$ cat src/rtl/chan_scan_mux.sv
// rtl/chan_scan_mux.sv - N-channel display source selector with manual select, auto-scan and freeze
//
// Picks one of NUM_CH WIDTH-bit sources for the display path. In manual mode the
// sel input chooses the channel. In auto-scan mode the selector moves to the next
// enabled channel every DWELL clocks. A freeze input holds the current output.
// result and cur_ch are registered and always describe the same channel.
//
// Optional feature: define CHAN_SCAN_CHG_PULSE_EN to add the ch_chg output.
//
// Ports:
//   clk        in   1             system clock, rising edge
//   rst        in   1             asynchronous active-low reset
//   ch_data    in   NUM_CH*WIDTH  channel k at bits [k*WIDTH +: WIDTH]
//   valid_mask in   NUM_CH        1 = channel k may be selected/scanned
//   mode       in   1             0 = manual, 1 = auto-scan
//   sel        in   SEL_W         requested channel in manual mode
//   freeze     in   1             1 = hold result, cur_ch and dwell count
//   result     out  WIDTH         registered data of the selected channel (0 if disabled)
//   cur_ch     out  SEL_W         channel currently driving result
//   ch_chg     out  1             (CHAN_SCAN_CHG_PULSE_EN only) one-clock pulse when cur_ch changes
module chan_scan_mux #(
  parameter int WIDTH  = 3,
  parameter int NUM_CH = 4,
  parameter int SEL_W  = 2,
  parameter int DWELL  = 8
) (
  input  logic                    clk,
  input  logic                    rst,
  input  logic [NUM_CH*WIDTH-1:0] ch_data,
  input  logic [NUM_CH-1:0]       valid_mask,
  input  logic                    mode,
  input  logic [SEL_W-1:0]        sel,
  input  logic                    freeze,
  output logic [WIDTH-1:0]        result,
`ifdef CHAN_SCAN_CHG_PULSE_EN
  output logic [SEL_W-1:0]        cur_ch,
  output logic                    ch_chg
`else
  output logic [SEL_W-1:0]        cur_ch
`endif
);

  localparam int CNT_W  = (DWELL > 1) ? $clog2(DWELL) : 1;
  localparam int SLOTS  = 2 ** SEL_W;

  localparam logic [1:0] ST_MANUAL = 2'd0;
  localparam logic [1:0] ST_SCAN   = 2'd1;
  localparam logic [1:0] ST_HOLD   = 2'd2;

  localparam logic [CNT_W-1:0] DWELL_LAST = CNT_W'(DWELL - 1);
  localparam logic [SEL_W:0]   NUM_CH_L   = (SEL_W + 1)'(NUM_CH);
  localparam logic [SEL_W-1:0] LAST_CH    = SEL_W'(NUM_CH - 1);

  logic [1:0]       state, state_nxt;
  logic [CNT_W-1:0] dwell_cnt, dwell_nxt;
  logic [SEL_W-1:0] next_ch;
  logic [SEL_W-1:0] scan_ch, cand;
  logic             scan_hit;

  // Channel data and mask widened to the full sel range so any SEL_W-bit index
  // is legal; slots beyond NUM_CH read as disabled / zero.
  logic [SLOTS-1:0] mask_ext;
  logic [WIDTH-1:0] data_arr [SLOTS];

  always_comb begin
    mask_ext = '0;
    mask_ext[NUM_CH-1:0] = valid_mask;
    for (int k = 0; k < SLOTS; k++) begin
      data_arr[k] = '0;
    end
    for (int k = 0; k < NUM_CH; k++) begin
      data_arr[k] = ch_data[k*WIDTH +: WIDTH];
    end
  end

  // Freeze takes priority over mode in every state.
  always_comb begin
    state_nxt = state;
    case (state)
      ST_MANUAL: begin
        if (freeze)    state_nxt = ST_HOLD;
        else if (mode) state_nxt = ST_SCAN;
      end
      ST_SCAN: begin
        if (freeze)     state_nxt = ST_HOLD;
        else if (!mode) state_nxt = ST_MANUAL;
      end
      ST_HOLD: begin
        if (!freeze) state_nxt = mode ? ST_SCAN : ST_MANUAL;
      end
      default: state_nxt = ST_MANUAL;
    endcase
  end

  // Round-robin search for the next enabled channel after cur_ch, wrapping at
  // NUM_CH-1. cur_ch itself is not visited, so with nothing else enabled we stay.
  always_comb begin
    scan_hit = 1'b0;
    scan_ch  = cur_ch;
    cand     = cur_ch;
    for (int i = 1; i < NUM_CH; i++) begin
      cand = (cand == LAST_CH) ? '0 : cand + SEL_W'(1);
      if (!scan_hit && mask_ext[cand]) begin
        scan_hit = 1'b1;
        scan_ch  = cand;
      end
    end
  end

  always_comb begin
    next_ch   = cur_ch;
    dwell_nxt = dwell_cnt;
    case (state)
      ST_MANUAL: begin
        if (({1'b0, sel} < NUM_CH_L) && mask_ext[sel]) next_ch = sel;
        // Entering scan restarts the dwell period from the held channel.
        if (!freeze && mode) dwell_nxt = '0;
      end
      ST_SCAN: begin
        if (dwell_cnt == DWELL_LAST) begin
          dwell_nxt = '0;
          if (scan_hit) next_ch = scan_ch;
        end else begin
          dwell_nxt = dwell_cnt + CNT_W'(1);
        end
      end
      default: ;
    endcase
  end

  always_ff @(posedge clk or negedge rst) begin
    if (!rst) begin
      state     <= ST_MANUAL;
      dwell_cnt <= '0;
      cur_ch    <= '0;
      result    <= '0;
    end else begin
      state     <= state_nxt;
      dwell_cnt <= dwell_nxt;
      // In HOLD the output must not follow live ch_data, so skip the update.
      if (state != ST_HOLD) begin
        cur_ch <= next_ch;
        result <= mask_ext[next_ch] ? data_arr[next_ch] : '0;
      end
    end
  end

`ifdef CHAN_SCAN_CHG_PULSE_EN
  always_ff @(posedge clk or negedge rst) begin
    if (!rst) begin
      ch_chg <= 1'b0;
    end else begin
      ch_chg <= (state != ST_HOLD) && (next_ch != cur_ch);
    end
  end
`endif

endmodule
$ cat config.mk
export PLATFORM = sky130hd
export DESIGN_NAME = chan_scan_mux
export DESIGN_NICKNAME = d
export VERILOG_FILES = /design/src/rtl/chan_scan_mux.sv
export SDC_FILE = /design/constraint.sdc
export NUM_CORES = 1
export LEC_CHECK = 0
export ABC_CLOCK_PERIOD_IN_PS = 3000
export CAP_MARGIN = 10
export CORE_MARGIN = 2
export CORE_UTILIZATION = 48
export CTS_BUF_LIST = sky130_fd_sc_hd__clkbuf_2
export DETAILED_ROUTE_END_ITERATION = 6
export GPL_TIMING_DRIVEN = 0
export PLACE_DENSITY_LB_ADDON = 0.05
export SLEW_MARGIN = 30
export SYNTH_ARGS = -nofsm -noshare
export SYNTH_HDL_FRONTEND = slang
export SYNTH_SLANG_ARGS = --single-unit
$ cat constraint.sdc
create_clock -name clk -period 3 [get_ports clk]
set_input_delay 0.45 -clock clk [delete_from_list [all_inputs] [get_ports clk]]
set_output_delay 0.45 -clock clk [all_outputs]
set_load 0.02 [all_outputs]
* Word level (Yosys, flattened, before mapping)
Index checks and enable logic that the tools add are counted.
Word-level totals: flip-flop bits (word level) 10, logic and storage cells 73, input bits 22, output and inout port bits 5
Operators by class: add/sub/neg operators 4, muxes and demuxes 37, equality and inequality tests 11, reductions and logical operators 10, order comparisons 6, bitwise logic cells 1
Operators with widths (number):
- 2-bit two-way mux | 14
- 2-bit by 3-bit < comparator with 1-bit output (second input constant) | 5
- 3-bit two-way mux | 5
- 1-bit binary-select mux with 2-bit select | 5
- 1-bit two-way mux | 9
- 2-bit equality test (second input constant) | 4
- 2-bit by 1-bit adder with 2-bit output (second input constant) | 3
- 3-bit binary-select mux with 2-bit select | 1
- 2-bit inequality test (second input constant) | 3
- 3-bit inequality test (second input constant) | 2
- 2-bit case mux with 3 select lines | 1
- 3-bit case mux with 2 select lines | 1
- 2-bit case mux with 2 select lines | 1
- 3-bit by 1-bit adder with 3-bit output (second input constant) | 1
- 3-bit equality test (second input constant) | 1
- 3-bit >= comparator (second input constant) | 1
- 1-bit logical AND | 3
- 1-bit zero test | 3
- 2-bit NOT with 3-bit output | 1
- 3-bit AND reduction | 1
- 2-bit by 1-bit equality test with 1-bit output (second input constant) | 1
- 2-bit zero test | 1
- 2-bit AND reduction | 1
- 2-bit nonzero test | 1

* Logic depth before layout (Yosys ltp)
depth in word-level cells 19, depth in mapped cells 9, depth with buffers taken out 9

* Least setup slack after synthesis
OpenSTA, ideal clock, no wires.
path type register to register, from register cur_ch[0], to register result[0], data required time 2.923 ns, arrival 2.569 ns, slack 0.354 ns, period minus slack after synthesis 2.646 ns, stages on the path, launching flop included 10, library setup time 0.077 ns, path buffers 1, path through dfrtp_1 > ha_1 > buf_2 > xnor2_1 > mux2i_1 > a211oi_1 > a2111oi_4 > mux2i_1 > mux2i_1 > a21oi_1
On the way: word-level cells in the longest chain between the ends 19, elaborated cells between the ends (all ways) 36, classes of those cells 3 x add/sub; 3 x eq/ne; 25 x mux; 1 x bitwise; 4 x reduce/logical
RTL lines:
- start, declared | line 39 | output logic [SEL_W-1:0] cur_ch
- start signal, assigned | line 142 | cur_ch <= next_ch;
- branches (longest 13 deep; another with 2-bit by 1-bit adder with 2-bit output)
- 2-bit case mux with 2 select lines (*) | line 113 | case (state)
- 2-bit NOT with 3-bit output (implied by the code) | line 143 | result <= mask_ext[next_ch] ? data_arr[next_ch] : '0;
- 3-bit binary-select mux with 2-bit select | line 143
- 3-bit two-way mux (implied by the code) (2 in series) | line 143
- 3-bit two-way mux (*) | line 143
- end signal, assigned | line 143
- end, declared | line 34 | output logic [WIDTH-1:0] result,
Mark *: on every way between the ends. The select of a mux whose other input is x is not followed. A chain may end at the register's enable or synchronous reset.

* Final worst setup path
from register cur_ch[0], to register result[1]
The elaborated chain is that of the path after synthesis.

==> impl_metrics.env <==
export IMPL_outcome="complete, no violations"
export IMPL_final_core_utilization_pct=68.72
export IMPL_worstPathArrival_ns=2.91
export IMPL_clk_pin_slew_ns=0.10
export IMPL_cts_root_buffer_cell="sky130_fd_sc_hd__clkbuf_2"
export IMPL_routed_wire_length_per_instance_um=13.88
export IMPL_net_switching_power_mw=0.2346
export IMPL_synth_enable_flop_cells=0
export IMPL_switching_share_pct=40.15
export IMPL_vdd_ir_drop_max_mv=0.3340
export IMPL_synth_top_family_by_area="compound AO/OA/AOI/OAI gates"
export IMPL_grt_start_max_net_pins=11
export IMPL_setup_repair_after_global_routing_missed_its_margin="false"
export IMPL_seq_area_frac_synth_pct=27.47
export IMPL_tritoncts_num_buffers=3
export IMPL_endpoint_kind="register"
export IMPL_cts_tree="done"
export IMPL_synth_xor_area_share_pct=1.923
export IMPL_io_pin_count=27
export IMPL_avgViaCountPerCell=5.546
export IMPL_post_synth_and_or_nand_nor_area_fraction_pct=18.68
export IMPL_timing_hold_violations_final=0
export IMPL_synth_top_cells_by_area="sky130_fd_sc_hd__dfrtp_1, sky130_fd_sc_hd__mux2i_1, sky130_fd_sc_hd__nand2_1"
export IMPL_drt_iter0_drc=19
export IMPL_grt_first_pass_wirelength_mm=3.381
export IMPL_place_detailed_hpwl_mm=1.705
export IMPL_cts_resizes=0
export IMPL_dominantRegCellSynth="sky130_fd_sc_hd__dfrtp_1"
export IMPL_power_clock_fraction_pct=12.4
export IMPL_critPathKind="register to register"
export IMPL_fin_cells=163
export IMPL_timing_reg2reg_worst_path_depth=10
export IMPL_overall_overflow_remaining_after_global_route=0
export IMPL_synth_fp_nets=134
export IMPL_finalCritPeriodShare_pct=91.08
export IMPL_clock_latency_ns=0.25
export IMPL_timing_final_ws_setup_ns=0.2676
export IMPL_deepest_clock_path_buffer_count=2
export IMPL_pre_cts_setup_slack_ns=0.07331
export IMPL_worstMarginPinSlew_ns=0.5030
export IMPL_synth_distinct_cells=32
export IMPL_yosysTopAreaCellShare_pct=27.47
export IMPL_filler_cell_count=157
export IMPL_synthArstFlopShare_pct=100.0
export IMPL_syn_avg_cell_area_um2=8.357
export IMPL_setup_viol=0
export IMPL_fp_dieArea_um2=2262
export IMPL_final_max_slew_viol_count=0
export IMPL_die_boundary_width_um=47.56
export IMPL_hp_class="input pin to async pin"
export IMPL_dieHeight_um=47.56
export IMPL_synth_compound_gate_area_share_pct=23.76
export IMPL_drv_cap=0
export IMPL_power_internal_mw=0.3497
export IMPL_cts_htree_levels=1
export IMPL_drt_drc_violations_left=0
export IMPL_ys_top_cells_by_count="sky130_fd_sc_hd__nand2_1, sky130_fd_sc_hd__mux2i_1, sky130_fd_sc_hd__dfrtp_1"
export IMPL_global_route_usage_total_pct=21.78
export IMPL_synthesized_area_um2=910.9
export IMPL_total_leakage_power_nw=0.5186
export IMPL_combinational_power_share_pct=56.4
export IMPL_worst_ep_required_time_ns=3.18
export IMPL_gp_congestion=0.8314
export IMPL_postRouteWirelength_mm=2.262
export IMPL_worst_path_max_fanout=8
export IMPL_first_global_vias=768
export IMPL_setup_tns_ns=0
export IMPL_post_detailed_route_count_of_antenna_violating_nets=0
export IMPL_cts_hold_buffers=0
export IMPL_start_util_pct=51.63
export IMPL_routed_via_count=904
export IMPL_worst_slew_margin_rel_pct=66.26
export IMPL_final_net_count=165
export IMPL_drt_pass1_iter_count=4
export IMPL_synth_seq_cells=10
export IMPL_fin_worst_hold_slack_ns=0.4920
export IMPL_finalWorstPathRequiredPeriod_ns=2.732
export IMPL_core_area_um2=1764
export IMPL_yosysMostFrequentCell="sky130_fd_sc_hd__nand2_1"
export IMPL_yosys_area_share_adder_pct=4.121
export IMPL_num_antenna_cells=0
export IMPL_clock_sink_count=10
export IMPL_place_inst=158
export IMPL_port_buffers=24
export IMPL_synthCells=109
export IMPL_power_density_nw_per_um2=482.0
export IMPL_synthMuxAreaShare_pct=17.99
export IMPL_clock_skew_ns=0.002320
export IMPL_fp_row_count=15
export IMPL_synth_largest_area_cell="sky130_fd_sc_hd__dfrtp_1"
export IMPL_worst_setup_path_start_kind="register"
export IMPL_grt_antenna_before_repair=0
export IMPL_synth_yosys_warnings=0
export IMPL_seqPwrFrac_pct=31.2
export IMPL_layout_drive_gt1_share_pct=10.14
export IMPL_syn_to_final_growth_pct=33.10
export IMPL_fmax_mhz=366.0
sequential cells by signal (all words and copies together), names as in the netlist:
name,cells
dwell_cnt,3
state,2
cur_ch,2
result,3
path summary, 6_finish.rpt:
kind | startpoint | to | slack (ns)
max | cur_ch[0]$_DFFE_PN0P_ | result[1]$_DFFE_PN0P_ | 0.27
min reg2reg | dwell_cnt[1]$_DFFE_PN0P_ | dwell_cnt[1]$_DFFE_PN0P_ | 0.52
max reg2reg | cur_ch[0]$_DFFE_PN0P_ | result[1]$_DFFE_PN0P_ | 0.27
max in group asynchronous | rst | state[0]$_DFFE_PN0P_ | 2.21
min in group clk | dwell_cnt[1]$_DFFE_PN0P_ | dwell_cnt[1]$_DFFE_PN0P_ | 0.52
min | rst | result[0]$_DFFE_PN0P_ | 0.49
cell type report:
type	count	area (µm²)	area share (%)
Multi-Input combinational cell	87	605.6	49.95
Timing Repair Buffer	26	255.2	21.05
Sequential cell	10	250.2	20.64
Buffer	7	36.28	2.993
Tap cell	25	31.28	2.580
Inverter	5	18.77	1.548
Clock buffer	3	15.01	1.238
worst max-delay path, cell delays in order, from the launching register on:
cell and delay [ns]:
sky130_fd_sc_hd__dfrtp_1 0.44, sky130_fd_sc_hd__ha_1 0.30, sky130_fd_sc_hd__buf_2 0.17, sky130_fd_sc_hd__xnor2_1 0.33, sky130_fd_sc_hd__mux2i_1 0.26, sky130_fd_sc_hd__a211oi_1 0.15
sky130_fd_sc_hd__a2111oi_4 0.34, sky130_fd_sc_hd__buf_4 0.21, sky130_fd_sc_hd__mux2i_1 0.21, sky130_fd_sc_hd__mux2i_1 0.09, sky130_fd_sc_hd__a21oi_1 0.14
through the flow:
step / total power [mW] / cell area [µm²]
2_1_floorplan: 0.4009 / 910.9
3_3_place_gp: 0.4928 / 1182
3_5_place_dp: 0.5050 / 1182
4_1_cts: 0.5790 / 1197
5_1_grt: 0.6286 / 1212
6_report: 0.5843 / 1212
per-layer routing:
metal  vias to the layer above  share of wire, %  global-route usage (%)
met5                         -                 0                       0
met4                         0                 0                   4.865
met3                         0               5.7                   6.792
met2                        39                48                   34.05
met1                       415                46                   29.66
li1                        450                 -                       -
cells by family (layout without fill, tap and decap cells):
family                   after synthesis  after routing
AO/OA/AOI/OAI                         29             29
multiplexers                          16             16
flip-flops                            10             10
AND/OR/NAND/NOR                       37             37
adder cells (fa/ha/maj)                3              3
XOR/XNOR                               2              2
buffers and inverters                 12             41
cell usage in the layout (no fill, tap or decap), types with 2 or more instances in the layout:
cell type	synthesis	final
sky130_fd_sc_hd__dfrtp_1	10	10
sky130_fd_sc_hd__buf_4	2	4
sky130_fd_sc_hd__mux2i_1	13	13
sky130_fd_sc_hd__nor2b_1	4	4
sky130_fd_sc_hd__a211oi_1	4	4
sky130_fd_sc_hd__o21ai_0	5	5
sky130_fd_sc_hd__a22o_1	3	3
sky130_fd_sc_hd__inv_1	5	5
sky130_fd_sc_hd__a21oi_1	7	7
sky130_fd_sc_hd__ha_1	3	3
sky130_fd_sc_hd__a21boi_0	2	2
sky130_fd_sc_hd__clkbuf_2	0	3
sky130_fd_sc_hd__clkdlybuf4s50_1	0	24
sky130_fd_sc_hd__clkbuf_1	3	3
sky130_fd_sc_hd__nor3_1	3	3
sky130_fd_sc_hd__buf_2	2	2
sky130_fd_sc_hd__nand2_1	17	17
sky130_fd_sc_hd__mux2_2	3	3
sky130_fd_sc_hd__nor2_1	8	8
power by group through the flow:
stage               clock network, mW  registers, mW  logic, mW
floorplan                           0          0.198      0.203
global placement                    0          0.182      0.310
detailed placement                  0          0.184      0.321
CTS                            0.0743          0.182      0.323
global route                   0.0814          0.185      0.362
finish                         0.0725          0.182      0.330
repair_timing:
action / in CTS / in global routing
buffers inserted: 0 / 2
setup endpoints to repair: 0 / 3
hold endpoints to repair: 0 / 0
No activity file was read; power rests on OpenSTA's default activity.
